$ cat src/rtl/run_ctrl_pkg.sv
// Shared definitions for the boot/run sequencer of the single-cycle MIPS core.
package run_ctrl_pkg;

  typedef enum logic [2:0] {
    ST_LOAD  = 3'd0,
    ST_READY = 3'd1,
    ST_RUN   = 3'd2,
    ST_PAUSE = 3'd3,
    ST_HALT  = 3'd4
  } run_state_t;

  // MIPS "break" encoding; the core stops in front of it.
  localparam logic [31:0] DEFAULT_HALT_WORD = 32'h0000_000D;

endpackage

$ cat src/rtl/input_sync.sv
// Multi-flop synchronizer for an asynchronous board input, with a one-cycle
// pulse on the synchronized rising edge.
module input_sync #(
  parameter int SYNC_STAGES = 2
) (
  input  logic clock,
  input  logic reset,
  input  logic async_signal,
  output logic level,
  output logic rise
);

  logic [SYNC_STAGES-1:0] sync_chain;
  logic                   level_prev;

  // The extra flop after the chain remembers last cycle's level for edge detection.
  always_ff @(posedge clock or posedge reset) begin
    if (reset) begin
      sync_chain <= '0;
      level_prev <= 1'b0;
    end else begin
      sync_chain <= {sync_chain[SYNC_STAGES-2:0], async_signal};
      level_prev <= sync_chain[SYNC_STAGES-1];
    end
  end

  assign level = sync_chain[SYNC_STAGES-1];
  assign rise  = sync_chain[SYNC_STAGES-1] & ~level_prev;

endmodule

$ cat src/rtl/run_controller.sv
// Boot/run sequencer: streams a program into instruction memory, then gates the
// core in free-run, pause and single-step modes until a halt word is reached.
module run_controller
  import run_ctrl_pkg::*;
#(
  parameter int          IMEM_DEPTH  = 64,
  parameter int          COUNT_WIDTH = 7,
  parameter int          SYNC_STAGES = 2,
  parameter logic [31:0] HALT_WORD   = DEFAULT_HALT_WORD
) (
  input  logic                   clock,
  input  logic                   reset,
  input  logic                   run_switch,
  input  logic                   step_button,
  input  logic                   load_valid,
  input  logic [31:0]            load_data,
  input  logic                   load_last,
  output logic                   load_ready,
  output logic                   imem_write_enabled,
  output logic [31:0]            imem_load_address,
  output logic [31:0]            imem_load_data,
  output logic                   imem_select_pc,
  output logic                   pc_reset,
  output logic                   cpu_advance,
  input  logic [31:0]            current_instr,
  output logic                   halted,
  output logic [COUNT_WIDTH-1:0] loaded_words,
  output logic [31:0]            cycle_count,
  output logic                   err_overflow
);

  localparam logic [COUNT_WIDTH-1:0] DEPTH_COUNT = COUNT_WIDTH'(IMEM_DEPTH);

  run_state_t             state;
  logic                   run_sync;
  logic                   run_rise_unused;
  logic                   step_level_unused;
  logic                   step_fire;
  logic                   at_halt;
  logic                   load_full;
  logic                   load_accept;
  logic                   advance_request;
  logic [COUNT_WIDTH-1:0] words_next;
  logic [31:0]            cycle_count_q;

  input_sync #(.SYNC_STAGES(SYNC_STAGES)) u_run_sync (
    .clock        (clock),
    .reset        (reset),
    .async_signal (run_switch),
    .level        (run_sync),
    .rise         (run_rise_unused)
  );

  input_sync #(.SYNC_STAGES(SYNC_STAGES)) u_step_sync (
    .clock        (clock),
    .reset        (reset),
    .async_signal (step_button),
    .level        (step_level_unused),
    .rise         (step_fire)
  );

  assign at_halt     = (current_instr == HALT_WORD);
  assign load_full   = (loaded_words == DEPTH_COUNT);
  assign load_accept = load_valid & load_ready & (state == ST_LOAD);
  assign words_next  = loaded_words + COUNT_WIDTH'(1);

  assign imem_write_enabled = load_accept;
  assign imem_load_address  = 32'(loaded_words);
  assign imem_load_data     = load_data;
  assign imem_select_pc     = (state != ST_LOAD);
  assign halted             = (state == ST_HALT);
  assign cycle_count        = cycle_count_q;

  // A single step out of READY must release the PC in the same cycle it advances.
  assign pc_reset = (state == ST_LOAD) | ((state == ST_READY) & ~step_fire);

  always_comb begin
    advance_request = 1'b0;
    case (state)
      ST_READY, ST_PAUSE: advance_request = step_fire;
      ST_RUN:             advance_request = 1'b1;
      default:            advance_request = 1'b0;
    endcase
  end

  // Never execute the halt word, so the PC stays parked on it.
  assign cpu_advance = advance_request & ~at_halt;

  always_ff @(posedge clock or posedge reset) begin
    if (reset) begin
      state         <= ST_LOAD;
      load_ready    <= 1'b0;
      loaded_words  <= '0;
      cycle_count_q <= '0;
      err_overflow  <= 1'b0;
    end else begin
      if (cpu_advance && (cycle_count_q != 32'hFFFF_FFFF)) begin
        cycle_count_q <= cycle_count_q + 32'd1;
      end

      if (load_valid && ((state != ST_LOAD) || load_full)) begin
        err_overflow <= 1'b1;
      end

      case (state)
        ST_LOAD: begin
          if (load_accept) begin
            loaded_words <= words_next;
            if (load_last || (words_next == DEPTH_COUNT)) begin
              state      <= ST_READY;
              load_ready <= 1'b0;
            end else begin
              load_ready <= 1'b1;
            end
          end else begin
            load_ready <= ~load_full;
          end
        end
        ST_READY: begin
          if (step_fire && at_halt) begin
            state <= ST_HALT;
          end else if (run_sync) begin
            state <= ST_RUN;
          end else if (step_fire) begin
            state <= ST_PAUSE;
          end
        end
        ST_RUN: begin
          if (at_halt) begin
            state <= ST_HALT;
          end else if (!run_sync) begin
            state <= ST_PAUSE;
          end
        end
        ST_PAUSE: begin
          if (step_fire && at_halt) begin
            state <= ST_HALT;
          end else if (run_sync) begin
            state <= ST_RUN;
          end
        end
        ST_HALT: begin
          state <= ST_HALT;
        end
        default: begin
          state <= ST_LOAD;
        end
      endcase
    end
  end

endmodule

$ cat config.mk
export PLATFORM = sky130hd
export DESIGN_NAME = run_controller
export DESIGN_NICKNAME = d
export VERILOG_FILES = /design/src/rtl/run_ctrl_pkg.sv /design/src/rtl/input_sync.sv /design/src/rtl/run_controller.sv
export SDC_FILE = /design/constraint.sdc
export NUM_CORES = 1
export LEC_CHECK = 0
export CAP_MARGIN = 20
export CORE_ASPECT_RATIO = 1.5
export CORE_MARGIN = 2
export CORE_UTILIZATION = 60
export DETAILED_ROUTE_END_ITERATION = 6
export DONT_BUFFER_PORTS = 1
export GPL_TIMING_DRIVEN = 0
export PLACE_DENSITY = 0.79
export SLEW_MARGIN = 25
export SYNTH_ARGS = -nofsm -noshare
export SYNTH_HDL_FRONTEND = slang
export SYNTH_SLANG_ARGS = --single-unit
$ cat constraint.sdc
create_clock -name clock -period 2.5 [get_ports clock]
set_input_delay 0.625 -clock clock [delete_from_list [all_inputs] [get_ports clock]]
set_output_delay 0.625 -clock clock [all_outputs]
set_load 0.1 [all_outputs]
==> out/results.tsv, run 1 <==
stage	metric	value	unit
timing	Final Hold Vio Count	0	
power	Total Power Consumption	2.48	mW
cts	CTS tree	built	
timing	Final setup viols	1	
cts	CTS Hold Bufs	0	
logic_synthesis	synth top area cells	dfrtp_1 (42%), buf_4 (17%), xnor2_1 (8.5%), nand4_1 (3.9%), xor2_1 (2.7%)	
setup_path	type of element capturing the critical path	output port	
timing	crit share post-route	101	%
cts	CTS Buf Count	5	
global_route	initial antenna violation count	0	
setup_path	Required @ worst endpoint	1880	ps
logic_synthesis	count of different cell masters after synthesis	41	
global_route	GRT Residual Overflow	0	
power	PwrDens	722	mW/mm^2
logic_synthesis	ys async rst share	100	%
timing	RSZ-0062 raised after global routing	yes	
drt	Routed Antenna Nets	0	
die	Core ar.	0.00473	sq mm
power	Peak VDD IR	0.850	mV
setup_path	worst path arrival time	1910	ps
layout	Seq. cell area	0.00130	sq mm
cts	Clock Path Buffers	2	
setup_path	Setup CP Type	reg2out	
timing	Worst Skew	6.17	ps
timing	Slew @ Worst Pin	1080	ps
logic_synthesis	average size of a mapped cell	9.67	sq um
layout	Layout Nets	409	
drt	DRC	0	
timing	fmax	0.394	GHz
layout	layout cell share with drive strength beyond 1	39.9	%
logic_synthesis	area leader, netlist	dfrtp_1	
global_route	first-pass GRT wire length	8740	microns
cts	clk sinks	49	
drt	Post-Route WL	6210	microns
logic_synthesis	number of synthesized flops with an enable pin	0	
logic_synthesis	synthesized area	0.00289	sq mm
die	overall die area	0.00540	sq mm
cts	H-tree levels	2	
timing	final setup margin	-35.0	ps
cts	worst skew pair latency	300	ps
layout	Syn-to-layout area delta	18.6	%
global_route	All-Layer GR Usage	21.9	%
setup_path	r2r setup slk	100	ps
logic_synthesis	Main synth FF type	dfrtp_1	
status	violated checks	negative setup slack	
logic_synthesis	synth warn	0	
global_route	largest net degree at the start of global routing	34	
setup_path	worst r2r src	cycle_count[0]$_DFFE_PP0P_	
layout	Fill cells	353	
die	IO Pins	180	
placement	count of input and output buffers	0	
timing	Slew HR	27.6	%
die	# rows	31	
drt	Vias per Instance	5.39	
layout	n_diodes	0	
die	Initial Util	61.1	%
min_path	Hold Crit Class	in2async	
cts	Clock transition at path regs	80	ps
drt	First-pass DRT Iterations	4	
setup_path	CP startpoint kind	flip-flop	
setup_path	Critical Path Fanout Max	8	
logic_synthesis	Post-Synthesis Cells	299	
setup_path	CP startpoint	state[2]$_DFFE_PP0P_	
run	max cap viols	0	
layout	Multi-input gate area	0.00132	sq mm
placement	gpl congestion	0.810	
die	Die Y	89.0	microns
logic_synthesis	Yosys reg bits	49	
drt	DR iter-0 viols	103	
timing	post-route minimum period	2530	ps
logic_synthesis	post-synth top area share	42.4	%
global_route	number of global-route vias before repair	1883	
die	die width	60.7	microns
power	Static Leakage	1.54	nW
placement	Placement Setup Slack	-609	ps
logic_synthesis	post-synthesis sequential area ratio	42.4	%
cts	Clock Tree Root	clkbuf_8	
timing	Final Max Slew Viols	0	
placement	dpl cells	390	
placement	hpwl dp	4590	microns
drt	Vias	2168	
status	status	finished, violations left	
layout	Layout Cells excl Fill	402	
drt	DR WL/cell	15.4	microns
worst paths after layout:
check,depth (start not counted),endpoint
setup / recovery,3,imem_write_enabled
hold / removal,1,u_run_sync.sync_chain[0]$_DFF_PP0_
setup reg to reg,6,cycle_count[30]$_DFFE_PP0P_
hold reg to reg,0,u_step_sync.sync_chain[1]$_DFF_PP0_
max in group asynchronous,2,cycle_count[17]$_DFFE_PP0P_
min in group clock,0,u_run_sync.sync_chain[0]$_DFF_PP0_
synth_stat cells (all sizes together) (6+ instances only):
cell    instances
nand3          12
clkbuf          8
buf            64
nor3            6
and3            9
inv             8
xor2            9
nand2          18
dfrtp          49
nand4          19
nor2           19
xnor2          28
nor4            8
metal layers:
| metal | vias up | wire (microns) | GRT usage [%] |
|---|---|---|---|
| li1 | 995 | - | - |
| met4 | 0 | 102 | 9.49 |
| met2 | 108 | 3280 | 35.8 |
| met5 | - | 0 | 0 |
| met1 | 1056 | 2290 | 26.5 |
| met3 | 9 | 533 | 6.66 |
placed cells by master (no fill, tap or decap), types with 2 or more instances in the layout:
master	n
a21oi_1	3
a31oi_1	2
and2_1	4
and3_1	9
and4_1	3
buf_4	70
clkbuf_1	6
clkbuf_8	7
conb_1	25
dfrtp_1	13
dfrtp_2	24
dfrtp_4	12
ha_1	4
inv_1	6
nand2_1	18
nand3_1	12
nand4_1	18
nand4b_1	2
nor2_1	18
nor3_1	4
nor3b_1	2
nor4_1	3
nor4_2	2
nor4_4	3
o21ai_0	3
xnor2_1	28
xor2_1	9
state kept, by name, indices dropped and copies added, names as in the netlist:
register and cells:
cycle_count 32, loaded_words 7, state 3, u_run_sync.sync_chain 2
u_step_sync.sync_chain 2, err_overflow 1, load_ready 1, u_step_sync.level_prev 1
worst max-delay path, cell delays in order, from the launching register on:
cell,delay (ps)
dfrtp_2,410
or3_4,370
clkbuf_16,210
nor2_4,600
layout make-up:
class                   instances  share of cell area, %
multi-input cells             194                   38.6
inverters                       8                  0.985
plain buffers                  71                   15.8
repair buffers                  6                   1.68
flip-flops and latches         49                   37.9
clock buffers                   8                   2.63
well taps                      66                   2.41
metrics by stage:
step	area, sq um	hold WS [ps]	util, %	TNS [ps]
final	3430	183	72.5	-35.0
after floorplan	3010	331	-	-256
after detailed placement	3120	335	65.9	-11300
after global routing	3430	193	72.5	-148
after CTS	3350	181	70.7	-70.8
after global placement	3090	333	65.3	-11350
what timing repair did:
item | in CTS | in global routing
setup endpoints to repair | 37 | 33
resized for setup | 38 | 20
pin swaps | 4 | 5
buffers inserted | 5 | 0
where the power goes:
group	switching [mW]	internal (mW)
combinational	0.488	0.144
sequential	0.491	0.881
clock	0.248	0.226
total	1.23	1.25
logic make-up (layout without fill, tap and decap cells):
logic type	after synthesis	count (layout)	share of synthesized area [%]
simple gates	111	111	21.9
buf+inv	80	93	18.7
flops	49	49	42.4
xor+xnor	37	37	11.2
compound gates	16	16	3.59
fa+ha+maj	4	4	1.73
other cells	1	25	0.130
mux	1	1	0.389
Note: power is estimated with default switching activity, not from simulation.
==> run 2, diff against run 1 <==
--- a/config.mk
+++ b/config.mk
@@ -9,10 +9,12 @@
 export CORE_ASPECT_RATIO = 1.5
 export CORE_MARGIN = 2
 export CORE_UTILIZATION = 60
+export CTS_BUF_LIST = sky130_fd_sc_hd__clkbuf_8
 export DETAILED_ROUTE_END_ITERATION = 6
 export DONT_BUFFER_PORTS = 1
 export GPL_TIMING_DRIVEN = 0
-export PLACE_DENSITY = 0.79
+export PLACE_DENSITY = 0.82
+export SETUP_SLACK_MARGIN = 0.5
 export SLEW_MARGIN = 25
 export SYNTH_ARGS = -nofsm -noshare
 export SYNTH_HDL_FRONTEND = slang
==> constraint.sdc (replaced) <==
create_clock -name clock -period 2.3 [get_ports clock]
set_input_delay 0.575 -clock clock [delete_from_list [all_inputs] [get_ports clock]]
set_output_delay 0.575 -clock clock [all_outputs]
set_load 0.1 [all_outputs]
==> out/results.tsv, run 2 (same netlist as run 1, synthesis figures left out) <==
stage	metric	value	unit	change
status	status	finished, violations left		
status	violated checks	negative setup slack		
run	max cap viols	0		unchanged
layout	max FFs per register	32		unchanged
timing	RSZ-0062 raised after global routing	yes		
cts	H-tree levels	2		unchanged
placement	hpwl dp	4750	microns	+3.4%
setup_path	type of element capturing the critical path	output port		
layout	Fill cells	242		-31%
min_path	Hold Crit Class	in2async		
drt	Post-Route WL	7480	microns	+21%
die	Initial Util	61.1	%	unchanged
layout	Layout Nets	423		+3.4%
timing	crit share post-route	108	%	
cts	Clock Tree Root	clkbuf_8		
cts	clk sinks	49		unchanged
timing	final hold slack	168	ps	-15.8 ps
timing	Slew @ Worst Pin	1040	ps	-45.6 ps
global_route	All-Layer GR Usage	24.9	%	+3.0 points
drt	top routing layer used	met4		
timing	Worst Skew	4.65	ps	-1.52 ps
cts	Clock transition at path regs	90	ps	about the same
power	Static Leakage	1.83	nW	+19%
timing	Final Hold Vio Count	0		unchanged
timing	Slew HR	30.7	%	+3.0 points
layout	most frequent cells in the layout	buf_4 (70), dfrtp_4 (35), conb_1 (25), nand4_1 (18), xnor2_1 (18)		
setup_path	Slowest-stage cell, CP	nor2_4		
setup_path	Required @ worst endpoint	1730	ps	-150 ps
die	die width	60.7	microns	unchanged
setup_path	Critical Path Fanout Max	8		unchanged
global_route	initial antenna violation count	0		unchanged
timing	post-route minimum period	2490	ps	
timing	Final setup viols	5		+4
layout	Final Instance Area	0.00411	sq mm	+20%
cts	Clock Path Buffers	2		unchanged
drt	Vias per Instance	5.46		+1.3%
global_route	first-pass GRT wire length	10200	microns	+17%
cts	worst skew pair latency	290	ps	about the same
setup_path	worst path arrival time	1920	ps	about the same
drt	DRC	0		unchanged
layout	Syn-to-layout area delta	42.2	%	
die	Die Y	89.0	microns	unchanged
power	Peak VDD IR	1.25	mV	+47%
timing	setup TNS	-365	ps	-330 ps
placement	count of input and output buffers	0		unchanged
drt	DR iter-0 viols	103		unchanged
cts	CTS Buf Count	5		unchanged
placement	gpl congestion	0.770		-4.9%
setup_path	CP peak stage delay	620	ps	+20 ps
setup_path	CP Cell Sequence	or3_4 -> clkbuf_16 -> nor2_4		
drt	DR WL/cell	18.0	microns	+16%
die	Core ar.	0.00473	sq mm	unchanged
layout	commonest non-fill, non-tap cell in the layout	buf_4		
layout	layout cell share with drive strength beyond 1	57.4	%	+18 points
drt	Vias	2272		+4.8%
drt	Routed Antenna Nets	0		unchanged
timing	fmax	0.401	GHz	
global_route	number of global-route vias before repair	2132		+13%
placement	DP Area	0.00344	sq mm	+10%
global_route	GRT Residual Overflow	0		unchanged
drt	First-pass DRT Iterations	4		unchanged
layout	n_diodes	0		unchanged
cts	CTS tree	built		
die	IO Pins	180		unchanged
cts	CTS Hold Bufs	0		unchanged
setup_path	Worst Path Buf+Inv	1		unchanged
drt	met2 wire length	4320	microns	+32%
power	PwrDens	765	mW/mm^2	+5.9%
setup_path	Top delay family on crit path	simple AND/OR/NAND/NOR gates		
setup_path	Setup CP Type	reg2out		
setup_path	CP startpoint kind	flip-flop		
drt	met1 WL	2620	microns	+14%
drt	DR WL met3	490	microns	-8.1%
die	overall die area	0.00540	sq mm	unchanged
global_route	largest net degree at the start of global routing	31		-8.8%
timing	Final Max Slew Viols	0		unchanged
timing	final setup margin	-194	ps	-159 ps
die	# rows	31		unchanged
run 2: worst paths after layout:
| check | startpoint | end | slack [ps] | depth (start not counted) |
|---|---|---|---|---|
| setup / recovery | state[0]$_DFFE_PP0P_ | imem_write_enabled | -190 | 3 |
| setup reg to reg | state[0]$_DFFE_PP0P_ | loaded_words[4]$_DFFE_PP0P_ | -20 | 6 |
| max in group asynchronous | reset | cycle_count[24]$_DFFE_PP0P_ | 1590 | 2 |
| hold / removal | reset | cycle_count[7]$_DFFE_PP0P_ | 170 | 1 |
| min in group clock | step_button | u_step_sync.sync_chain[0]$_DFF_PP0_ | 310 | 0 |
| hold reg to reg | u_run_sync.sync_chain[0]$_DFF_PP0_ | u_run_sync.sync_chain[1]$_DFF_PP0_ | 360 | 0 |
run 2: stage by stage:
stage / std cells / setup WS, ps / total power, mW / util (%)
after floorplan: 323 / 2.37 / 2.21 / -
after global placement: 389 / -232 / 2.26 / 72.3
after detailed placement: 390 / -189 / 2.28 / 72.7
after CTS: 413 / -210 / 3.05 / 82.6
after global routing: 416 / -228 / 3.23 / 86.9
final: 416 / -194 / 3.15 / 86.9
run 2: worst reg2reg max path, stage by stage (launching register included):
cell,delay [ps]
dfrtp_1,400
or3_4,400
clkbuf_16,210
nor2_4,630
nand4_1,250
buf_4,220
xnor2_2,120
run 2: cell type report:
class	count	area, sq um	share of cell area, %
plain buffers	72	641	15.6
clock buffers	5	68.8	1.67
clock inverters	3	65.1	1.58
inverters	8	33.8	0.821
multi-input cells	194	1660	40.3
flip-flops and latches	49	1370	33.3
well taps	66	82.6	2.01
repair buffers	19	195	4.75
run 2: timing repair:
item                       CTS  global route
cloned                       2             0
pin swaps                   32            25
buffers inserted            13             3
resized for setup           52            43
setup endpoints to repair   54            50
run 2: per-layer routing:
metal	global-route usage, %	vias to the layer above
li1	-	1029
met4	5.53	0
met3	5.50	6
met5	0	-
met2	44.9	98
met1	29.9	1139
run 2: power breakdown:
group	switching [mW]	internal [mW]
logic	0.613	0.283
registers	0.580	0.962
clock network	0.278	0.432
total	1.47	1.68
==> run 3, diff against run 2 <==
--- a/config.mk
+++ b/config.mk
@@ -8,12 +8,11 @@
 export CAP_MARGIN = 20
 export CORE_ASPECT_RATIO = 1.5
 export CORE_MARGIN = 2
-export CORE_UTILIZATION = 60
-export CTS_BUF_LIST = sky130_fd_sc_hd__clkbuf_8
+export CORE_UTILIZATION = 57
 export DETAILED_ROUTE_END_ITERATION = 6
 export DONT_BUFFER_PORTS = 1
 export GPL_TIMING_DRIVEN = 0
-export PLACE_DENSITY = 0.82
+export PLACE_DENSITY = 0.78
 export SETUP_SLACK_MARGIN = 0.5
 export SLEW_MARGIN = 25
 export SYNTH_ARGS = -nofsm -noshare
==> constraint.sdc (replaced) <==
create_clock -name clock -period 2.15 [get_ports clock]
set_input_delay 0.5375 -clock clock [delete_from_list [all_inputs] [get_ports clock]]
set_output_delay 0.5375 -clock clock [all_outputs]
set_load 0.1 [all_outputs]
==> out/results.tsv, run 3 (same netlist as run 1, synthesis figures left out) <==
stage	metric	value	unit	change
setup_path	type of element capturing the critical path	output port		
layout	layout cell share with drive strength beyond 1	57.2	%	-0.25 points
cts	CTS Buf Count	5		unchanged
setup_path	Required @ worst endpoint	1610	ps	-120 ps
drt	Vias	2276		+0.18%
cts	Clock Tree Root	clkbuf_8		
timing	Slew @ Worst Pin	1050	ps	+7.32 ps
timing	final setup margin	-301	ps	-106 ps
die	IO Pins	180		unchanged
die	die width	62.2	microns	+2.4%
setup_path	CP startpoint kind	flip-flop		
die	overall die area	0.00567	sq mm	+5.0%
die	# rows	31		unchanged
layout	Final Core Density	85.9	%	-1.1 points
placement	hpwl dp	5320	microns	+12%
timing	Worst Skew	9.26	ps	+4.61 ps
drt	Post-Route WL	7960	microns	+6.3%
layout	max FFs per register	32		unchanged
layout	most frequent cells in the layout	buf_4 (71), dfrtp_4 (35), conb_1 (25), xnor2_1 (21), nand4_1 (18)		
drt	Vias per Instance	5.41		-1.0%
layout	Seq. cell area	0.00137	sq mm	unchanged
power	Total Power Consumption	3.26	mW	+3.5%
cts	CTS Hold Bufs	0		unchanged
timing	crit share post-route	114	%	
timing	post-route minimum period	2450	ps	
layout	Layout Nets	428		+1.2%
layout	n_diodes	0		unchanged
layout	Syn-to-layout area delta	43.9	%	
die	Die Y	91.3	microns	+2.5%
cts	Clock Path Buffers	2		unchanged
drt	Routed Antenna Nets	0		unchanged
status	status	finished, violations left		
layout	commonest non-fill, non-tap cell in the layout	buf_4		
drt	DRC	0		unchanged
cts	H-tree levels	2		unchanged
layout	Fill cells	258		+6.6%
drt	DR WL/cell	18.9	microns	+5.1%
die	Core ar.	0.00485	sq mm	+2.5%
setup_path	worst path arrival time	1910	ps	about the same
global_route	first-pass GRT wire length	11700	microns	+14%
timing	Slew HR	30.2	%	-0.49 points
timing	Final setup viols	25		+20
timing	Final Max Slew Viols	0		unchanged
timing	final hold slack	120	ps	-47.9 ps
timing	RSZ-0062 raised after global routing	yes		
placement	Placement Setup Slack	-305	ps	-116 ps
global_route	largest net degree at the start of global routing	31		unchanged
layout	Multi-input gate area	0.00164	sq mm	-1.1%
min_path	Hold Crit Class	in2async		
power	Static Leakage	1.82	nW	-0.78%
cts	CTS tree	built		
run	max cap viols	0		unchanged
global_route	initial antenna violation count	0		unchanged
power	PwrDens	782	mW/mm^2	+2.2%
die	Initial Util	59.7	%	-1.5 points
global_route	GRT Residual Overflow	0		unchanged
timing	fmax	0.408	GHz	
cts	worst skew pair latency	300	ps	about the same
cts	clk sinks	49		unchanged
global_route	All-Layer GR Usage	25.7	%	+0.80 points
timing	Final Hold Vio Count	0		unchanged
cts	Clock transition at path regs	90	ps	about the same
placement	count of input and output buffers	0		unchanged
power	Peak VDD IR	0.914	mV	-27%
placement	gpl congestion	0.859		+12%
global_route	number of global-route vias before repair	2356		+11%
drt	DR iter-0 viols	143		+39%
layout	Final Instance Area	0.00416	sq mm	+1.2%
drt	First-pass DRT Iterations	4		unchanged
status	violated checks	negative setup slack		
setup_path	Critical Path Fanout Max	8		unchanged
placement	DP Area	0.00344	sq mm	unchanged
setup_path	Setup CP Type	reg2out		
-- run 3: changes by cell type in the layout (fill, tap and decap cells not counted), moves of 2 or more --
cell and change:
buf_12 +4, buf_8 -4, xnor2_1 +3, xnor2_2 -3, clkbuf_2 +3, buf_6 +2
-- run 3: cell type report --
cell class / instances / area share [%]
buffer: 72 / 16.2
sequential: 49 / 32.9
inverter: 8 / 0.902
tap: 66 / 1.98
multi-input combinational: 194 / 39.4
clock buffer: 7 / 2.07
clock inverter: 1 / 0.721
timing repair buffer: 24 / 5.86
-- run 3: where the power goes --
group | switching (mW) | leakage (nW) | internal, mW | total (mW)
Clock | 0.301 | 0.0585 | 0.380 | 0.681
Sequential | 0.605 | 0.565 | 1.03 | 1.63
Combinational | 0.641 | 1.20 | 0.301 | 0.942
-- run 3: path summary, 6_finish.rpt --
path | from | endpoint | slack [ps] | cells past startpoint
worst max-delay path | state[1]$_DFFE_PP0P_ | imem_write_enabled | -300 | 3
worst min-delay path | reset | cycle_count[6]$_DFFE_PP0P_ | 120 | 1
worst max register to register | state[1]$_DFFE_PP0P_ | loaded_words[4]$_DFFE_PP0P_ | -190 | 6
worst min register to register | u_step_sync.sync_chain[0]$_DFF_PP0_ | u_step_sync.sync_chain[1]$_DFF_PP0_ | 360 | 0
max in group asynchronous | reset | cycle_count[28]$_DFFE_PP0P_ | 1510 | 2
min in group clock | step_button | u_step_sync.sync_chain[0]$_DFF_PP0_ | 270 | 0
-- run 3: repair_timing --
| action | 4_1_cts | 5_1_grt |
|---|---|---|
| buffers inserted | 15 | 6 |
| pin swaps | 29 | 26 |
| endpoints found under the setup margin | 55 | 54 |
| gates resized for setup | 56 | 44 |
| hold endpoints to repair | 0 | 0 |
| gates cloned | 2 | 0 |
-- run 3: critical path, stage by stage, from the launching register on --
cell       delay, ps
dfrtp_2          420
or3_4            370
clkbuf_16        210
nor2_4           610
-- run 3: per-stage QoR --
stage	setup TNS (ps)	cells
finish	-1830	421
global route	-3730	421
CTS	-2810	415
detailed placement	-3580	390
global placement	-3110	389
floorplan	-94.1	323
-- run 3: routing by layer --
| metal | track usage (%) | wire, microns | up-vias |
|---|---|---|---|
| met3 | 8.30 | 564 | 16 |
| met5 | 0 | 0 | - |
| li1 | - | - | 1044 |
| met4 | 7.22 | 127 | 0 |
| met2 | 46.1 | 4400 | 103 |
| met1 | 29.2 | 2870 | 1113 |
